===== config.mk =====
export PLATFORM = sky130hd
export DESIGN_NAME = rns_mul_sequencer
export DESIGN_NICKNAME = d
export VERILOG_FILES = /design/src/rtl/rns_mul_sequencer.sv
export SDC_FILE = /design/constraint.sdc
export NUM_CORES = 1
export LEC_CHECK = 0
export BUFFER_PORTS_ARGS = -buffer_cell sky130_fd_sc_hd__buf_4
export CORE_ASPECT_RATIO = 0.8
export CORE_UTILIZATION = 47
export DETAILED_ROUTE_END_ITERATION = 8
export PLACE_DENSITY_LB_ADDON = 0.3
export SYNTH_ARGS = -nofsm -noshare
export SYNTH_HDL_FRONTEND = slang
export SYNTH_SLANG_ARGS = --single-unit

===== constraint.sdc =====
create_clock -name clk -period 4.9 [get_ports clk]
set_input_delay 0.735 -clock clk [delete_from_list [all_inputs] [get_ports clk]]
set_output_delay 0.735 -clock clk [all_outputs]
set_load 0.01 [all_outputs]

===== src/rtl/rns_mul_sequencer.sv =====
// Sequential RNS modular multiplier: one shift-add modular multiply datapath
// time-shared across all residue domains, one multiplier bit per cycle.
module rns_mul_sequencer #(
    parameter int                       NUM_DOMAINS = 2,
    parameter logic [NUM_DOMAINS*9-1:0] MODULI      = {9'd129, 9'd256}
) (
    input  logic                       clk,
    input  logic                       reset,
    input  logic                       start,
    input  logic                       flush,
    input  logic [NUM_DOMAINS*8-1:0]   op1,
    input  logic [NUM_DOMAINS*8-1:0]   op2,
    output logic                       busy,
    output logic                       stall_req,
    output logic                       done,
    output logic [NUM_DOMAINS*8-1:0]   result
);

    localparam int            DW       = (NUM_DOMAINS > 1) ? $clog2(NUM_DOMAINS) : 1;
    localparam logic [DW-1:0] LAST_DOM = DW'(NUM_DOMAINS - 1);

    typedef enum logic [1:0] {
        S_IDLE,
        S_RUN,
        S_DONE
    } state_e;

    state_e                      state_q, state_d;
    logic [DW-1:0]               dom_q, dom_d;
    logic [2:0]                  bit_q, bit_d;
    logic [7:0]                  acc_q, acc_d;
    logic [NUM_DOMAINS*8-1:0]    result_q, result_d;
    logic [NUM_DOMAINS*8-1:0]    a_q, b_q;
    logic [NUM_DOMAINS*8-1:0]    a_red, b_red;
    logic                        load;
    logic [9:0]                  m_cur;
    logic [7:0]                  a_cur, b_cur;
    logic [9:0]                  t_dbl, t_add;

    // Moduli are >= 128, so one conditional subtract fully reduces an 8-bit slice.
    function automatic logic [7:0] reduce(input logic [7:0] x, input logic [8:0] m);
        return ({1'b0, x} >= m) ? 8'({1'b0, x} - m) : x;
    endfunction

    always_comb begin
        a_red = '0;
        b_red = '0;
        for (int i = 0; i < NUM_DOMAINS; i++) begin
            a_red[i*8 +: 8] = reduce(op1[i*8 +: 8], MODULI[i*9 +: 9]);
            b_red[i*8 +: 8] = reduce(op2[i*8 +: 8], MODULI[i*9 +: 9]);
        end
    end

    always_comb begin
        m_cur = '0;
        a_cur = '0;
        b_cur = '0;
        for (int i = 0; i < NUM_DOMAINS; i++) begin
            if (dom_q == DW'(i)) begin
                m_cur = {1'b0, MODULI[i*9 +: 9]};
                a_cur = a_q[i*8 +: 8];
                b_cur = b_q[i*8 +: 8];
            end
        end
    end

    // One MSB-first step: acc = (2*acc + b[bit]*a) mod m, kept in 10 bits.
    // NOTE: blocking assignments here build a chain of combinational stages;
    // each line reads the value produced by the line above it.
    always_comb begin
        t_dbl = {1'b0, acc_q, 1'b0};
        if (t_dbl >= m_cur) t_dbl = t_dbl - m_cur;
        t_add = t_dbl;
        if (b_cur[bit_q]) begin
            t_add = t_dbl + {2'b00, a_cur};
            if (t_add >= m_cur) t_add = t_add - m_cur;
        end
    end

    // NOTE: every variable gets a default before the case so no path leaves
    // one unassigned, which would otherwise infer a latch.
    always_comb begin
        state_d  = state_q;
        dom_d    = dom_q;
        bit_d    = bit_q;
        acc_d    = acc_q;
        result_d = result_q;
        load     = 1'b0;
        unique case (state_q)
            S_IDLE: begin
                if (start && !flush) begin
                    load    = 1'b1;
                    state_d = S_RUN;
                    dom_d   = '0;
                    bit_d   = 3'd7;
                    acc_d   = '0;
                end
            end
            S_RUN: begin
                if (flush) begin
                    state_d = S_IDLE;
                    dom_d   = '0;
                    bit_d   = '0;
                    acc_d   = '0;
                end else if (bit_q == 3'd0) begin
                    for (int i = 0; i < NUM_DOMAINS; i++) begin
                        if (dom_q == DW'(i)) result_d[i*8 +: 8] = t_add[7:0];
                    end
                    acc_d = '0;
                    bit_d = 3'd7;
                    if (dom_q == LAST_DOM) state_d = S_DONE;
                    else                   dom_d   = dom_q + DW'(1);
                end else begin
                    acc_d = t_add[7:0];
                    bit_d = bit_q - 3'd1;
                end
            end
            S_DONE: begin
                state_d = S_IDLE;
                dom_d   = '0;
                bit_d   = '0;
            end
            default: state_d = S_IDLE;
        endcase
    end

    always_ff @(posedge clk) begin
        if (reset) begin
            state_q  <= S_IDLE;
            dom_q    <= '0;
            bit_q    <= '0;
            acc_q    <= '0;
            result_q <= '0;
        end else begin
            state_q  <= state_d;
            dom_q    <= dom_d;
            bit_q    <= bit_d;
            acc_q    <= acc_d;
            result_q <= result_d;
        end
    end

    // NOTE: operand registers carry no reset; they are always loaded on
    // acceptance before the datapath reads them.
    always_ff @(posedge clk) begin
        if (load) begin
            a_q <= a_red;
            b_q <= b_red;
        end
    end

    assign busy      = (state_q != S_IDLE);
    assign done      = (state_q == S_DONE);
    assign stall_req = ((state_q == S_IDLE) && start && !flush) || (state_q == S_RUN);
    assign result    = result_q;

endmodule


==> results.yml, run 1 <==
setup_path:
  crit_slowest_cell: "or4_4"
  worstPathCellList: "or4_4 -> o311ai_4 -> a21boi_1 -> xor2_1 -> buf_4 -> buf_4 -> ha_1 -> nand3_1 -> a21oi_1 -> o32ai_1 -> xnor2_1 -> ha_1 -> o21ai_0 -> nand2b_1 -> o41ai_2 -> buf_4 -> buf_4 -> a31oi_2 -> mux2_2 -> a21oi_1"
  crit_top_cell: "buf_4"
  crit_fanout: 7
  cpPeakStageDelay_ns: 0.59
  worst_setup_path_end_kind: "register"
  cp.required_ns: 5.17
  startpoint_type: "register"
  arrival_ns: 4.96
  path_class: "reg -> reg"
floorplanning:
  die_w_microns: 106
  die-area_sq_um: 9110
  start_util: 0.484
  design.core.area_sq_um: 8480
  rows: 30
  die_h_microns: 85.6
  io_pins: 55
yosys:
  synth-edff-count: 32
  synth.most_common_cell: "nor2_1"
  synth_top_area_share: 0.234
  synthesis.area_sq_um: 4100
  postSynthCellCount: 416
  synthFlopType: "edfxtp_1"
  synth_seq_cells: 62
  synthTopCellsByCount: "nor2_1, edfxtp_1, dfxtp_1"
  synthTopCellsByArea: "edfxtp_1, dfxtp_1, ha_1, mux2_2, nor2_1"
  netlist.top_cell.by_area: "edfxtp_1"
  syn_avg_cell_area_sq_um: 9.86
  ys_async_sr_fraction: 0
  synth.distinct_cells: 63
  ys_seq_area_frac: 0.381
  yosysWarnings: 0
  syn_nets: 477
placed_design:
  dp_hpwl_mm: 7.49
  io_buffer_count: 54
  place_congestion: 0.896
grt:
  grt_overflow_total: 0
  grt_max_degree: 35
  track_usage: 0.227
  grt_pass1_wl_mm: 15.9
  antenna_found_initial: 0
  grt_pass1_vias: 3114
power:
  peakVddDrop_mv: 0.245
  power.leakage_nw: 1.89
  power.switching_mw: 0.384
  clock_power_share: 0.352
  pwr-share-comb: 0.225
  switching_share: 0.281
  p_per_area_nw_per_um2: 274
  p_seq_frac: 0.422
  p_int_mw: 0.981
sta:
  slew_headroom: 0.444
  setup_viol: 0
  worstMarginPinSlew_ns: 0.831
  fin_crit_sh: 0.957
  hold_violations: 0
  fmax_ghz: 0.213
  min_period_ns: 4.69
  tns_ns: 0
  finalClockSkew_ns: 0.00675
  rsz0062_at_grt: "false"
  timing.hold.ws_ns: 0.491
  slew_viol_final: 0
clock_network:
  cts_tree: "built"
  root_buffer: "clkbuf_8"
  cts_buffer_depth: 2
  insertion_delay_ns: 0.34
  clock_sinks: 62
  clk_pin_slew_ns: 0.07
  h-tree-depth: 3
  cts_buffers: 9
route:
  wl_mm: 9.85
  wire_per_inst_microns: 16.3
  dr.pass1.iters: 7
  vias: 3499
  drcViolationCount: 1
  avgViaCountPerCell: 5.79
  ant_nets: 0
  drtIter0Drc: 248
hold_path:
  hold_path.class: "reg -> reg"
flow_run:
  cap_violations: 0
status:
  violations: "design-rule violations"
  status: "complete, but fails checks"
finish:
  antennaDiodeCount: 0
  layout.nets: 549
  layout-drive-gt1-share: 0.283
  area_growth_pct: 21.5
routing by layer:
layer	vias up	wire length (microns)	track usage
met5	-	0	0
met4	0	222	0.0859
met3	20	632	0.0555
met2	124	4240	0.336
met1	1624	4750	0.321
li1	1731	-	-
sequential cells by signal, indices dropped and copies added (netlist names):
signal / cells
a_q: 16
bit_q: 3
dom_q: 1
acc_q: 8
result: 16
state_q: 2
b_q: 16
cells in the final DEF, fill, tap and decap left out, types with 9 or more instances in the layout:
cell      synthesis  routed
nand3_1          21      21
buf_4             0      74
clkbuf_8          0       9
o21ai_0          12      10
nor2_1           35      35
a21oi_1          19      19
inv_1            16      16
xor2_1           10      10
edfxtp_1         32      32
dfxtp_1          30      30
a22oi_1          10      10
nor3_1           13      13
mux2_2           17      17
nand2_1          27      27
ha_1             24      23
a211oi_1         13      11
xnor2_1          15      15
through the flow:
step / cells / utilization / area, sq um / total power [mW] / worst slack (ns)
floorplan: 416 / - / 4100 / 0.790 / 0.0697
global placement: 584 / 0.556 / 4720 / 0.877 / 0.254
detailed placement: 584 / 0.556 / 4720 / 0.881 / 0.0929
CTS: 599 / 0.581 / 4930 / 1.36 / 0.0447
global route: 604 / 0.588 / 4990 / 1.43 / 0.00755
finish: 604 / 0.588 / 4990 / 1.36 / 0.209
critical path: cells and delay by family (launching register included):
kind                     cells  cell delay (ns)
AO/OA/AOI/OAI                8             1.40
XOR/XNOR                     2             0.34
adder cells (fa/ha/maj)      2             0.66
buffers and inverters        4             0.60
flip-flops                   1             0.38
multiplexers                 1             0.37
AND/OR/NAND/NOR              3             0.87
power groups by stage:
stage	sequential, mW	clock (mW)	combinational (mW)
after floorplan	0.586	0	0.204
after global placement	0.587	0	0.290
after detailed placement	0.588	0	0.293
after CTS	0.577	0.488	0.295
after global routing	0.578	0.512	0.340
final	0.577	0.480	0.308
final timing paths:
path | from | to | slack, ns | depth (start not counted)
max | acc_q[1] | result[13] | 0.21 | 20
min | result[6] | result[6] | 0.49 | 2
max reg2reg | acc_q[1] | result[13] | 0.21 | 20
min reg2reg | result[6] | result[6] | 0.49 | 2
cell families (layout without fill, tap and decap cells):
logic type / count (synthesis) / count (layout) / synth area share
XOR/XNOR: 25 / 25 / 0.0534
multiplexers: 25 / 25 / 0.0814
AO/OA/AOI/OAI: 104 / 104 / 0.193
flip-flops: 62 / 62 / 0.381
AND/OR/NAND/NOR: 145 / 145 / 0.184
buffers and inverters: 30 / 106 / 0.0302
adder cells (fa/ha/maj): 25 / 25 / 0.0781
layout make-up:
type                    instances  area (sq um)
repair buffers                 75           561
clock inverters                 6          87.6
clock buffers                   9           124
fillers                       750          3500
well taps                     112           140
inverters                      16          60.1
multi-input cells             324          2450
flip-flops and latches         62          1560
timing repair:
action,in CTS,in global routing
endpoints found under the setup margin,0,24
hold buffers,0,0
resized for setup,0,9
buffers inserted,0,4
(Power assumes the default switching activity.)
==> inputs of run 2 (changes only) <==
CORE_MARGIN = 1.5   (was not set)
==> run 2 against run 1 <==
  * The flow now finishes without violations
  * Utilization fell by 0.38 points
  * Critical path type unchanged
  * Wire length rose by 1.2%
  * First-iteration DRC count fell by 11%
  * Final area fell by 0.65%
  * Global-route usage rose by 0.13 points
  * Combinational power barely moved
  * Largest power group unchanged
  * Maximum frequency rose by 0.86%
  * Critical endpoint is now acc_q[7]
  * Final cell count rose by 0.17%
  * Sequential share of layout area rose by 0.23 points
==> results.yml, run 2 (synthesis gave the netlist of run 1 again) <==
sta:
  setup_viol: 0
  fmax_ghz: 0.215
  slew_viol_final: 0
  rsz0062_at_grt: "false"
  min_period_ns: 4.65
  fin_crit_sh: 0.949
  timing.hold.ws_ns: 0.501
  fin_ws_ns: 0.249
  hold_violations: 0
  worstMarginPinSlew_ns: 0.771
  tns_ns: 0
  finalClockSkew_ns: 0.0127
  slew_headroom: 0.484
setup_path:
  path_class: "reg -> reg"
  rr_endpoint: "acc_q[7]"
  reg2reg_depth: 18
  r2r_setup_slack_ns: 0.25
  worst_setup_path_end_kind: "register"
  startpoint_type: "register"
  crit_fanout: 6
  crit_end: "acc_q[7]"
  arrival_ns: 4.87
  worstReg2RegStart: "acc_q[2]"
  critPathLaunch: "acc_q[2]"
  cp.required_ns: 5.12
placed_design:
  pre_cts_slack_ns: -0.0116
  dp_hpwl_mm: 7.64
  placed_area_sq_um: 4720
  place_congestion: 0.920
  io_buffer_count: 54
grt:
  grt_pass1_wl_mm: 16.4
  track_usage: 0.228
  grt_overflow_total: 0
  antenna_found_initial: 0
  grt_pass1_vias: 3259
  grt_max_degree: 35
floorplanning:
  start_util: 0.484
  design.core.area_sq_um: 8480
  rows: 30
  die_h_microns: 86.6
  io_pins: 55
  die-area_sq_um: 9300
  die_w_microns: 107
clock_network:
  clk_pin_slew_ns: 0.07
  cts_buffer_depth: 2
  root_buffer: "clkbuf_8"
  insertion_delay_ns: 0.35
  cts_tree: "built"
  clock_sinks: 62
  h-tree-depth: 3
  hold_buffers: 0
  cts_buffers: 9
finish:
  layout-drive-gt1-share: 0.288
  area_growth_pct: 20.7
  layout.nets: 549
  layout_common_cells: "buf_4, nor2_1, edfxtp_1, dfxtp_1, nand2_1"
  antennaDiodeCount: 0
  final_common_cell: "buf_4"
  fin_area_sq_um: 4950
  fillCellCount: 733
route:
  avgViaCountPerCell: 5.78
  dr.pass1.iters: 4
  wl_mm: 9.97
  vias: 3499
  drtIter0Drc: 220
  ant_nets: 0
  wire_per_inst_microns: 16.5
  drcViolationCount: 0
power:
  peakVddDrop_mv: 0.163
  power.leakage_nw: 1.88
  p_per_area_nw_per_um2: 258
flow_run:
  cap_violations: 0
status:
  status: "completed"
hold_path:
  hold_path.class: "reg -> reg"
-- run 2: worst min path at each step --
| stage | from | to | slack (ns) | depth (start not counted) |
|---|---|---|---|---|
| floorplan | acc_q[6] | acc_q[6] | 0.45 | 2 |
| global placement | result[6] | result[6] | 0.47 | 2 |
| detailed placement | result[6] | result[6] | 0.49 | 2 |
| CTS | result[14] | result[14] | 0.50 | 2 |
| global route | result[2] | result[2] | 0.52 | 2 |
| finish | acc_q[6] | acc_q[6] | 0.50 | 2 |
-- run 2: timing repair --
| action | in CTS | in global routing |
|---|---|---|
| pin swaps | 0 | 4 |
| resized for setup | 2 | 9 |
| setup buffers | 0 | 3 |
| setup endpoints to repair | 2 | 24 |
| cloned | 0 | 1 |
-- run 2: final cells by class --
type,count,area (sq um),area share
multi-input cells,324,2460,0.496
flip-flops and latches,62,1560,0.315
inverters,16,60.1,0.0121
clock inverters,7,48.8,0.00985
well taps,112,140,0.0283
clock buffers,9,124,0.0250
repair buffers,75,561,0.113
-- run 2: worst max-delay path, stage by stage (launching register included) --
cell	delay (ns)
dfxtp_1	0.38
or4_4	0.57
o311ai_4	0.35
nand2_2	0.13
mux2_2	0.36
fa_2	0.42
a211oi_4	0.25
o21ai_1	0.13
a21oi_1	0.16
o21bai_1	0.09
xnor2_1	0.13
ha_1	0.20
a211oi_1	0.21
nand2_1	0.09
o41ai_2	0.24
buf_4	0.21
nand3_1	0.11
a221oi_2	0.36
o21ai_0	0.13
-- run 2: per-stage QoR --
| stage | power (mW) | utilization | cells |
|---|---|---|---|
| 3_3_place_gp | 0.879 | 0.557 | 585 |
| 6_report | 1.28 | 0.584 | 605 |
| 5_1_grt | 1.35 | 0.584 | 605 |
| 3_5_place_dp | 0.882 | 0.557 | 585 |
| 4_1_cts | 1.28 | 0.579 | 601 |
| 2_1_floorplan | 0.790 | - | 416 |
-- run 2: layer usage --
layer / part of all wire / wire (microns) / vias up / GRT usage
met1: 0.51 / 5080 / 1649 / 0.336
met3: 0.047 / 466 / 16 / 0.0489
met2: 0.43 / 4280 / 102 / 0.334
met5: 0 / 0 / - / 0
li1: - / - / 1732 / -
met4: 0.015 / 145 / 0 / 0.0730
-- run 2: where the power goes --
group | internal [mW] | switching (mW)
sequential | 0.566 | 0.0100
clock | 0.184 | 0.213
combinational | 0.129 | 0.177
